## config.mk

```make
export PLATFORM = sky130hd
export DESIGN_NAME = adc_pkt_framer
export DESIGN_NICKNAME = d
export VERILOG_FILES = /design/src/rtl/adc_pkt_framer.sv
export SDC_FILE = /design/constraint.sdc
export NUM_CORES = 1
export LEC_CHECK = 0
export CAP_MARGIN = 25
export CORE_AREA = 5 5 368 370
export CTS_BUF_LIST = sky130_fd_sc_hd__clkbuf_4 sky130_fd_sc_hd__clkbuf_8
export CTS_CLUSTER_DIAMETER = 150
export DETAILED_ROUTE_END_ITERATION = 10
export DIE_AREA = 0 0 373 375
export GPL_ROUTABILITY_DRIVEN = 0
export PLACE_DENSITY = 0.61
export SLEW_MARGIN = 5
export SYNTH_ARGS = -nofsm -noshare
export SYNTH_HDL_FRONTEND = slang
export SYNTH_SLANG_ARGS = --single-unit
```

## constraint.sdc

```tcl
create_clock -name clk -period 8.2 [get_ports clk]
set_input_delay 0.82 -clock clk [delete_from_list [all_inputs] [get_ports clk]]
set_output_delay 0.82 -clock clk [all_outputs]
set_load 0.02 [all_outputs]
```

## src/rtl/adc_pkt_framer.sv

```systemverilog
// Snapshots a wide multi-lane ADC word and emits it as a framed packet
// on a 36-bit valid/ready stream: header, len data beats, XOR trailer.
module adc_pkt_framer #(
    parameter int NUM_LANES = 24,
    parameter int LANE_W    = 36,
    parameter int FRM_W     = 16
) (
    input  logic                        clk,
    input  logic                        rstn,
    input  logic                        cfg_en,
    input  logic [7:0]                  cfg_len,
    input  logic [FRM_W-1:0]            cfg_frames,
    input  logic                        start,
    input  logic [NUM_LANES*LANE_W-1:0] in_data,
    input  logic                        in_valid,
    output logic [LANE_W-1:0]           out_data,
    output logic                        out_valid,
    input  logic                        out_ready,
    output logic                        out_sop,
    output logic                        out_eop,
    output logic                        busy,
    output logic                        done,
    output logic [FRM_W-1:0]            drop_cnt,
    output logic [7:0]                  seq
);

    localparam int         IW  = (NUM_LANES > 1) ? $clog2(NUM_LANES) : 1;
    localparam logic [7:0] NL8 = 8'(NUM_LANES);

    typedef enum logic [2:0] {IDLE, WAIT, HDR, DATA, TAIL} state_t;

    state_t             state_q, state_d;
    logic [7:0]         len_q, len_d;
    logic [FRM_W-1:0]   frames_q, frames_d;
    logic               cont_q, cont_d;
    logic [7:0]         seq_q, seq_d;
    logic [FRM_W-1:0]   drop_q, drop_d;
    logic [LANE_W-1:0]  chk_q, chk_d;
    logic [IW-1:0]      idx_q, idx_d;
    logic [LANE_W-1:0]  od_q, od_d;
    logic               ov_q, ov_d;
    logic               sop_q, sop_d;
    logic               eop_q, eop_d;
    logic               done_q, done_d;
    logic [LANE_W-1:0]  shadow_q [NUM_LANES];
    logic               snap;
    logic               xfer;
    logic               last;
    logic [7:0]         len_eff;
    logic [LANE_W-1:0]  chk_nx;

    assign xfer    = ov_q & out_ready;
    assign last    = (8'(idx_q) == len_q - 8'd1);
    assign len_eff = (cfg_len == 8'd0 || cfg_len > NL8) ? NL8 : cfg_len;
    assign chk_nx  = chk_q ^ od_q;

    always_comb begin
        state_d  = state_q;
        len_d    = len_q;
        frames_d = frames_q;
        cont_d   = cont_q;
        seq_d    = seq_q;
        drop_d   = drop_q;
        chk_d    = chk_q;
        idx_d    = idx_q;
        od_d     = od_q;
        ov_d     = ov_q;
        sop_d    = sop_q;
        eop_d    = eop_q;
        done_d   = 1'b0;
        snap     = 1'b0;
        case (state_q)
            IDLE: begin
                if (start && cfg_en) begin
                    len_d    = len_eff;
                    frames_d = cfg_frames;
                    cont_d   = (cfg_frames == '0);
                    seq_d    = 8'd0;
                    drop_d   = '0;
                    chk_d    = '0;
                    state_d  = WAIT;
                end
            end
            WAIT: begin
                if (!cfg_en) begin
                    state_d = IDLE;
                    done_d  = 1'b1;
                end else if (in_valid) begin
                    snap    = 1'b1;
                    chk_d   = '0;
                    ov_d    = 1'b1;
                    sop_d   = 1'b1;
                    od_d    = LANE_W'({4'hA, seq_q, len_q, 16'h0000});
                    state_d = HDR;
                end
            end
            HDR: begin
                if (xfer) begin
                    idx_d   = '0;
                    sop_d   = 1'b0;
                    od_d    = shadow_q[0];
                    state_d = DATA;
                end
            end
            DATA: begin
                if (xfer) begin
                    chk_d = chk_nx;
                    if (last) begin
                        eop_d   = 1'b1;
                        od_d    = chk_nx;
                        state_d = TAIL;
                    end else begin
                        idx_d = idx_q + IW'(1);
                        od_d  = shadow_q[idx_q + IW'(1)];
                    end
                end
            end
            TAIL: begin
                if (xfer) begin
                    ov_d  = 1'b0;
                    eop_d = 1'b0;
                    od_d  = '0;
                    seq_d = seq_q + 8'd1;
                    if (!cont_q) frames_d = frames_q - FRM_W'(1);
                    if ((!cont_q && frames_q == FRM_W'(1)) || !cfg_en) begin
                        state_d = IDLE;
                        done_d  = 1'b1;
                    end else begin
                        state_d = WAIT;
                    end
                end
            end
            default: state_d = IDLE;
        endcase
        // Any snapshot offered while a packet is in flight is lost.
        if (in_valid && (state_q == HDR || state_q == DATA || state_q == TAIL)
            && drop_q != {FRM_W{1'b1}})
            drop_d = drop_q + FRM_W'(1);
    end

    always_ff @(posedge clk or negedge rstn) begin
        if (!rstn) begin
            state_q  <= IDLE;
            len_q    <= '0;
            frames_q <= '0;
            cont_q   <= 1'b0;
            seq_q    <= '0;
            drop_q   <= '0;
            chk_q    <= '0;
            idx_q    <= '0;
            od_q     <= '0;
            ov_q     <= 1'b0;
            sop_q    <= 1'b0;
            eop_q    <= 1'b0;
            done_q   <= 1'b0;
        end else begin
            state_q  <= state_d;
            len_q    <= len_d;
            frames_q <= frames_d;
            cont_q   <= cont_d;
            seq_q    <= seq_d;
            drop_q   <= drop_d;
            chk_q    <= chk_d;
            idx_q    <= idx_d;
            od_q     <= od_d;
            ov_q     <= ov_d;
            sop_q    <= sop_d;
            eop_q    <= eop_d;
            done_q   <= done_d;
        end
    end

    always_ff @(posedge clk) begin
        if (snap) begin
            for (int k = 0; k < NUM_LANES; k++)
                if (k < int'(len_q)) shadow_q[k] <= in_data[k*LANE_W +: LANE_W];
        end
    end

    assign out_data  = od_q;
    assign out_valid = ov_q;
    assign out_sop   = sop_q;
    assign out_eop   = eop_q;
    assign busy      = (state_q != IDLE);
    assign done      = done_q;
    assign drop_cnt  = drop_q;
    assign seq       = seq_q;

endmodule
```

==> qor.yml <==
run_status:
  status: "complete, no violations"
die:
  initial_utilization_pct: 30.78
  die_h_um: 375
  fp.coreArea_sq_um: 132300
  fp.dieW_um: 373
  rows: 134
  num_io_pins: 959
  dieArea_sq_um: 139900
detailed_routing:
  met3_length_um: 14420
  drtAntennaViolNets: 0
  drtPass1Iterations: 7
  wl_met2_um: 88160
  highest_layer: "met5"
  drc_errors: 0
  wl_per_cell_um: 32.17
  drt-met1-wl_um: 63390
  drt_wl_total_um: 171200
  via_per_inst: 5.153
  drt-initial-drc-count: 2792
  dr_total_vias: 27430
power_and_ir_drop:
  vdd_ir_drop_max_mv: 0.1345
  p_int_mw: 8.509
  clkPwrFrac_pct: 44.1
  combPwrFrac_pct: 4.8
  seqPwrFrac_pct: 51.1
  p_leak_nw: 18.89
  power_per_cell_area_nw_per_um2: 192.1
  p_switching_mw: 2.312
  sw_frac_of_total_pct: 21.36
clock_network:
  clk_pin_slew_ns: 0.06
  cts_max_level: 4
  cts_tree: "yes"
  cts_made_buffers: 175
  clk_path_buf_depth: 3
  worstSkewPairLatency_ns: 0.89
  postCtsSetupRepairBufs: 0
  clockRootBuffer: "clkbuf_8"
  cts_sinks: 997
yosys:
  yosysUniqueCellTypes: 70
  async_reset_ff_share_pct: 13.34
  synth_area_sq_um: 40710
  synth_top_area_cell: "edfxtp_1"
  ys_seq_elements: 997
  synth_nets: 3228
  postSynthAreaPerCell_sq_um: 17.51
  synth_most_common_cell: "edfxtp_1"
  yosysWarnings: 0
  ys.flop_type: "edfxtp_1"
  syn_inst: 2325
  synth_area_leaders: "edfxtp_1, mux4_2, dfrtp_1"
  ys_top_cells_by_count: "edfxtp_1, mux4_2, nand2_1, dfrtp_1, nor2_1"
  yosysSeqAreaShare_pct: 71.90
  synth-edff-count: 864
  synth_top_area_share_pct: 63.73
placed_design:
  dp.cells: 4960
  portBuffers: 958
  dpl.hpwl_um: 126600
sta:
  skew_ns: 0.04858
  rsz0062_at_grt: "false"
  fmax_ghz: 0.2419
  relSlewSlack_pct: 30.75
  period_share_pct: 50.42
  finalSetupViolCount: 0
  hold_violations: 0
  tns_ns: 0
  slew_viol_final: 0
  fin_crit_ns: 4.134
  worst_pin_slew_ns: 1.036
cells_and_area:
  final_util_pct: 42.59
  layout-area-overhead-vs-synth_pct: 38.39
  final_cells: 5323
  drive_above_1_share_pct: 17.67
  nNetsFinal: 4276
worst_setup_path:
  crit_fanout: 104
  crit_required_ns: 8.93
  cp.arrival_ns: 4.86
  endpoint_kind: "flop"
  critical_path_class: "flop to flop"
  startpoint_type: "flop"
global_route:
  overflow: 0
  antenna_found_initial: 61
  track_usage_pct: 23.75
  grt_pass1_vias: 28480
  grt_pass1_wl_um: 229600
  grt_max_degree: 105
flow_run:
  maxCapViolations: 0
hold_path:
  min_path_type: "primary input to flop"
[worst max-delay path, cell delays in order (launching register included)]
cell	delay, ns
dfrtp_4	0.89
ha_4	0.79
buf_12	0.51
mux4_2	0.42
mux2i_1	0.55
a32o_1	0.32
or4_1	0.15
o211ai_2	0.07
[timing repair]
item / 4_1_cts / 5_1_grt
setup endpoints to repair: 0 / 0
resized for setup: 0 / 0
hold buffers: 1 / 0
hold endpoints to repair: 70 / 0
[area by class of cell]
cell class | count | area, sq um
Clock inverter | 85 | 694.4
Antenna cell | 40 | 100.1
Sequential cell | 997 | 29280
Tap cell | 1768 | 2212
Multi-Input combinational cell | 1174 | 11060
Fill cell | 11780 | 75940
Clock buffer | 234 | 2902
Inverter | 14 | 52.55
Timing Repair Buffer | 1011 | 10040
[power groups by stage]
stage               Clock [mW]  Combinational (mW)  Sequential [mW]
floorplan                    0              0.0153             5.64
global placement             0               0.516             5.63
detailed placement           0               0.521             5.63
CTS                       4.88               0.523             5.53
global route              5.12               0.547             5.53
finish                    4.77               0.525             5.53
[path summary, 6_finish.rpt]
path | start | end | slack, ns | cells after the start
worst max-delay path | idx_q[0] | out_data[6] | 4.07 | 7
worst min-delay path | in_data[311] | shadow_q[8][23] | 0.48 | 1
worst max register to register | idx_q[0] | out_data[6] | 4.07 | 7
worst min register to register | chk_q[32] | chk_q[32] | 0.50 | 1
max in group asynchronous | rstn | idx_q[0] | 6.11 | 3
min in group asynchronous | rstn | frames_q[6] | 0.53 | 2
[layout by cell type (no fill, tap or decap), types with 23 or more instances in the layout]
master,n
o21ai_0,80
clkdlybuf4s50_1,957
nand2_1,144
diode_2,40
nand4_1,25
xnor2_1,23
clkbuf_8,184
buf_4,46
nor2b_1,38
dfrtp_1,132
edfxtp_1,864
nand3_1,41
clkinv_1,43
nor2_1,119
clkbuf_4,51
a21oi_1,80
mux4_2,213
mux2i_1,50
[metrics by stage]
step	hold slack (ns)	setup slack [ns]	power (mW)	area [sq um]
after global routing	0.3856	3.948	11.19	56310
after detailed placement	0.4888	4.044	6.152	52610
after floorplan	0.4576	3.507	5.656	40710
after CTS	0.3376	4.032	10.93	56220
final	0.4804	4.066	10.82	56340
after global placement	0.4779	4.038	6.147	52590
[state kept, by name, summed over array words and instances, names as in the netlist]
name / flops
shadow_q: 864
chk_q: 36
out_data: 36
drop_cnt: 16
frames_q: 16
len_q: 8
seq: 8
idx_q: 5
state_q: 3
cont_q: 1
done: 1
out_eop: 1
out_sop: 1
out_valid: 1
[kinds of logic (layout without fill, tap and decap cells)]
| kind of cell | Yosys count | count (layout) | share of synthesized area (%) |
|---|---|---|---|
| compound gates | 344 | 344 | 5.695 |
| xor+xnor | 33 | 33 | 0.7561 |
| buf+inv | 154 | 1344 | 1.675 |
| flops | 997 | 997 | 71.90 |
| mux | 280 | 280 | 13.48 |
| simple gates | 508 | 508 | 6.211 |
| fa+ha+maj | 9 | 9 | 0.2766 |
| other cells | 0 | 40 | 0 |
[routing by layer]
metal	vias to the layer above	global-route usage [%]
li1	11570	-
met2	1513	41.18
met5	-	0
met3	254	6.833
met1	14080	28.32
met4	20	8.284
Power figures use the tool's default switching activity.
